$ cat src/rtl/param_seq_detect.sv
// Serial bit-pattern detector with a PAT_LEN-bit history window.
// Reports each match with a registered one-cycle pulse and keeps a
// saturating, clearable count of matches. Overlapping or non-overlapping
// detection is selected at elaboration time.
//
// Handshake: a bit on inp_bit is consumed on a rising edge only when
// in_valid=1; there is no back-pressure, so every valid bit is always taken.
module param_seq_detect #(
    parameter int unsigned        PAT_LEN = 4,
    parameter logic [PAT_LEN-1:0] PATTERN = 4'b1011,
    parameter int unsigned        OVERLAP = 1,
    parameter int unsigned        CNT_W   = 8
) (
    input  logic               clk,
    input  logic               reset,
    input  logic               inp_bit,
    input  logic               in_valid,
    input  logic               cnt_clr,
    output logic               seq_seen,
    output logic [CNT_W-1:0]   match_count,
    output logic [5:0]         fill,
    output logic               dbg_state,
    output logic [PAT_LEN-1:0] dbg_hist
);

    typedef enum logic {
        FILLING = 1'b0,
        ARMED   = 1'b1
    } state_e;

    localparam logic [5:0]       FILL_FULL = 6'(PAT_LEN);
    localparam logic [5:0]       FILL_NEED = 6'(PAT_LEN - 1);
    localparam logic [CNT_W-1:0] CNT_MAX   = '1;
    localparam bit               NO_OVL    = (OVERLAP == 0);

    state_e             state_q, state_d;
    logic [PAT_LEN-1:0] hist_q, hist_d;
    logic [5:0]         fill_q, fill_d;
    logic [CNT_W-1:0]   cnt_q, cnt_d;
    logic               seen_q, seen_d;

    logic [PAT_LEN-1:0] window;
    logic               match;
    logic               restart;
    logic [CNT_W-1:0]   cnt_base;

    // The candidate window is the newest PAT_LEN-1 history bits plus the bit on the wire.
    assign window  = {hist_q[PAT_LEN-2:0], inp_bit};
    assign match   = in_valid && (fill_q >= FILL_NEED) && (window == PATTERN);
    assign restart = match && NO_OVL;

    // Register all state; reset wins over every other input on the same edge.
    always_ff @(posedge clk) begin
        if (reset) begin
            state_q <= FILLING;
            hist_q  <= '0;
            fill_q  <= '0;
            cnt_q   <= '0;
            seen_q  <= 1'b0;
        end else begin
            state_q <= state_d;
            hist_q  <= hist_d;
            fill_q  <= fill_d;
            cnt_q   <= cnt_d;
            seen_q  <= seen_d;
        end
    end

    // Next-state logic: fill only grows while FILLING; a non-overlapping match restarts.
    always_comb begin
        state_d = state_q;
        hist_d  = hist_q;
        fill_d  = fill_q;
        if (in_valid) begin
            if (restart) begin
                hist_d = '0;
                fill_d = '0;
            end else begin
                hist_d = window;
                if (state_q == FILLING) begin
                    fill_d = fill_q + 6'd1;
                end
            end
        end
        case (state_q)
            FILLING: if (fill_d == FILL_FULL) state_d = ARMED;
            ARMED:   if (restart)             state_d = FILLING;
            default:                          state_d = FILLING;
        endcase
    end

    // Match counter: clear is applied first so a coincident match leaves a count of 1.
    always_comb begin
        cnt_base = cnt_clr ? '0 : cnt_q;
        cnt_d    = cnt_base;
        if (match && (cnt_base != CNT_MAX)) begin
            cnt_d = cnt_base + CNT_W'(1);
        end
        seen_d = match;
    end

    assign seq_seen    = seen_q;
    assign match_count = cnt_q;
    assign fill        = fill_q;
    assign dbg_state   = state_q;
    assign dbg_hist    = hist_q;

endmodule

$ cat config.mk
export PLATFORM = sky130hd
export DESIGN_NAME = param_seq_detect
export DESIGN_NICKNAME = d
export VERILOG_FILES = /design/src/rtl/param_seq_detect.sv
export SDC_FILE = /design/constraint.sdc
export NUM_CORES = 1
export LEC_CHECK = 0
export ABC_CLOCK_PERIOD_IN_PS = 2600
export BUFFER_PORTS_ARGS = -buffer_cell sky130_fd_sc_hd__buf_2
export CORE_ASPECT_RATIO = 1.4
export CORE_UTILIZATION = 25
export CTS_BUF_LIST = sky130_fd_sc_hd__clkbuf_2
export DETAILED_ROUTE_END_ITERATION = 10
export PLACE_DENSITY_LB_ADDON = 0.05
export SLEW_MARGIN = 10
export SYNTH_ARGS = -nofsm -noshare
export SYNTH_HDL_FRONTEND = slang
export SYNTH_SLANG_ARGS = --single-unit
$ cat constraint.sdc
create_clock -name clk -period 2.6 [get_ports clk]
set_clock_uncertainty 0.15 [all_clocks]
set_input_delay 0.39 -clock clk [delete_from_list [all_inputs] [get_ports clk]]
set_output_delay 0.39 -clock clk [all_outputs]
set_load 0.02 [all_outputs]
==> flow_summary.ini <==
[hold_path]
min_path_type = in2reg
min_to = dbg_hist[0]
hold_depth = 3
hold_start = inp_bit

[clock_tree]
cts_sinks = 20
holdBufCountCts = 0
cts.path.max_buffers = 2
insertion_delay_ns = 0.33
clk_pin_slew_ns = 0.22
root_buffer = clkbuf_2
cts_resized = 0
cts_tree = done
cts_htree_levels = 1
cts_made_buffers = 3
post_cts_buffers = 0

[job]
cap_violations = 0

[sta]
worst_pin_slew_ns = 0.410
slew_violations = 0
rsz0062_at_grt = no
setup_violations = 0
fmax_ghz = 0.424
final-hold-violation-count = 0
finalCriticalPeriod_ns = 2.36
finalSetupTns_ns = 0
relSlewSlack_pct = 72.6
period_share_pct = 90.7

[global_route]
antenna_found_initial = 0
grt_usage_pct = 12.1
grt_pass1_vias = 907
grt_pass1_wl_mm = 4.17
grt-ovfl-total = 0
grt_max_degree = 19

[synthesis]
synth_edf_count = 0
synth_ff_type = dfxtp_1
yosysTopAreaCell = dfxtp_1
async_flop_share_pct = 0
synth_area_per_cell_um2 = 8.89
netlist_top_cells_count = dfxtp_1, nor2_1, mux2i_1
netlist.area_leader.share_pct = 39.2
synthTopCellsByArea = dfxtp_1, mux2i_1, nor2_1
syn_nets = 123
ys_seq_area_share_pct = 39.2
ys_ff_latch = 20
syn_inst = 115
yosysMostFrequentCell = dfxtp_1
yosysWarnings = 0
syn_area_um2 = 1020
synth_cell_types = 35

[worst_setup_path]
crit_type = reg2reg
ff2ff_setup_slack_ns = 0.24
cp.arrival_ns = 2.46
timing.rr.end = match_count[5]
crit_path_end_kind = register
critPathMaxFanout = 14
rr_startpoint = fill[0]
worst_setup_path_start_kind = register
crit_required_ns = 2.70
r2r_cells = 5

[die]
core_um2 = 3920
die_area_um2 = 4350
rows = 27
num_io_pins = 25
die_w_um = 56.0
die_height_um = 77.7
initial_core_util_pct = 26.1

[route]
wl_mm = 2.54
drc = 0
dr_total_vias = 962
drt_first_pass_iters = 5
viasPerCell = 5.29
wl_per_cell_um = 13.9
drt_iter0_drc = 47
ant_nets = 0

[cells_and_area]
diodes = 0
finish.utilization_pct = 30.4
area_growth_pct = 16.6
final_layout_size_suffix_gt1_share_pct = 20.9
finalNetCount = 148

[status]
status = finished clean

[place]
port_buffers = 24
post-dp-hpwl_mm = 1.87
globalplace.congestion = 0.834

[power_and_ir_drop]
p_leak_uw = 0.000501
vdd_drop_max_uv = 180
p_per_area_nw_per_um2 = 429
-- cells by family (layout without fill, tap and decap cells) --
group,Yosys count,after routing,share of synthesized area (%)
multiplexers,8,8,8.08
XOR/XNOR,4,4,3.43
AND/OR/NAND/NOR,52,52,28.5
buffers and inverters,8,32,3.67
adder cells (fa/ha/maj),3,3,3.67
flip-flops,20,20,39.2
AO/OA/AOI/OAI,20,20,13.5
-- registers in the layout, summed over array words and instances, names as in the netlist --
name and flops:
dbg_state 1, dbg_hist 4, fill 6, seq_seen 1, match_count 8
-- where the power goes --
| part | switching [uW] | total, uW | internal [uW] |
|---|---|---|---|
| registers | 8.81 | 322 | 313 |
| logic | 30.6 | 49.2 | 18.6 |
| clock network | 107 | 140 | 33.5 |
| total | 146 | 511 | 365 |
-- placed cells by master (no fill, tap or decap), types with 2 or more instances in the layout --
cell,synthesis,final
a21oi_1,5,5
and2_1,2,2
and3_1,2,2
buf_2,0,24
clkbuf_2,0,3
dfxtp_1,20,20
ha_1,3,3
inv_1,4,4
mux2_2,2,2
mux2i_1,6,6
nand2_1,3,3
nand3_1,3,3
nand3b_1,2,2
nand4_1,5,5
nor2_1,14,14
nor2b_1,5,5
nor3_1,4,4
nor3b_1,2,2
nor4_1,3,3
o21a_1,3,3
o21ai_0,3,3
o41ai_1,3,3
or3_1,2,2
or4b_1,2,2
xnor2_1,2,2
xor2_1,2,2
-- worst max-delay path by stage --
stage / from / endpoint / depth (start not counted)
after global routing: fill[0] / match_count[5] / 5
after floorplan: fill[0] / match_count[7] / 5
after global placement: fill[0] / match_count[5] / 5
final: fill[0] / match_count[5] / 5
after CTS: fill[0] / match_count[5] / 5
after detailed placement: fill[0] / match_count[5] / 5
-- final cells by class --
type,count,area [um2]
tap,43,53.8
sequential,20,400
clock inverter,1,3.75
fill,440,2730
multi-input combinational,87,584
timing repair buffer,24,120
inverter,4,15.0
clock buffer,3,15.0
-- per-stage QoR --
step           instances  hold WS (ns)  setup slack (ns)  total power (uW)  area, um2
4_1_cts              182         0.124             0.213               524       1190
6_report             182         0.149             0.241               511       1190
3_5_place_dp         178         0.336             0.230               378       1170
2_1_floorplan        115         0.318             0.521               362       1020
5_1_grt              182         0.122            0.0945               539       1190
3_3_place_gp         178         0.330             0.246               379       1170
-- routing by layer --
layer,GRT usage (%),up-vias,wire (um)
li1,-,468,-
met5,0,-,0
met4,8.54,0,87
met1,13.5,459,1060
met2,20.6,27,1280
met3,1.83,8,112
-- critical path: stages (launching register included) --
cell     delay (ns)
dfxtp_1        0.53
ha_1           0.28
nor2_1         0.07
a211o_1        0.42
nor4_1         0.46
mux2_2         0.39
(Power assumes the default switching activity.)
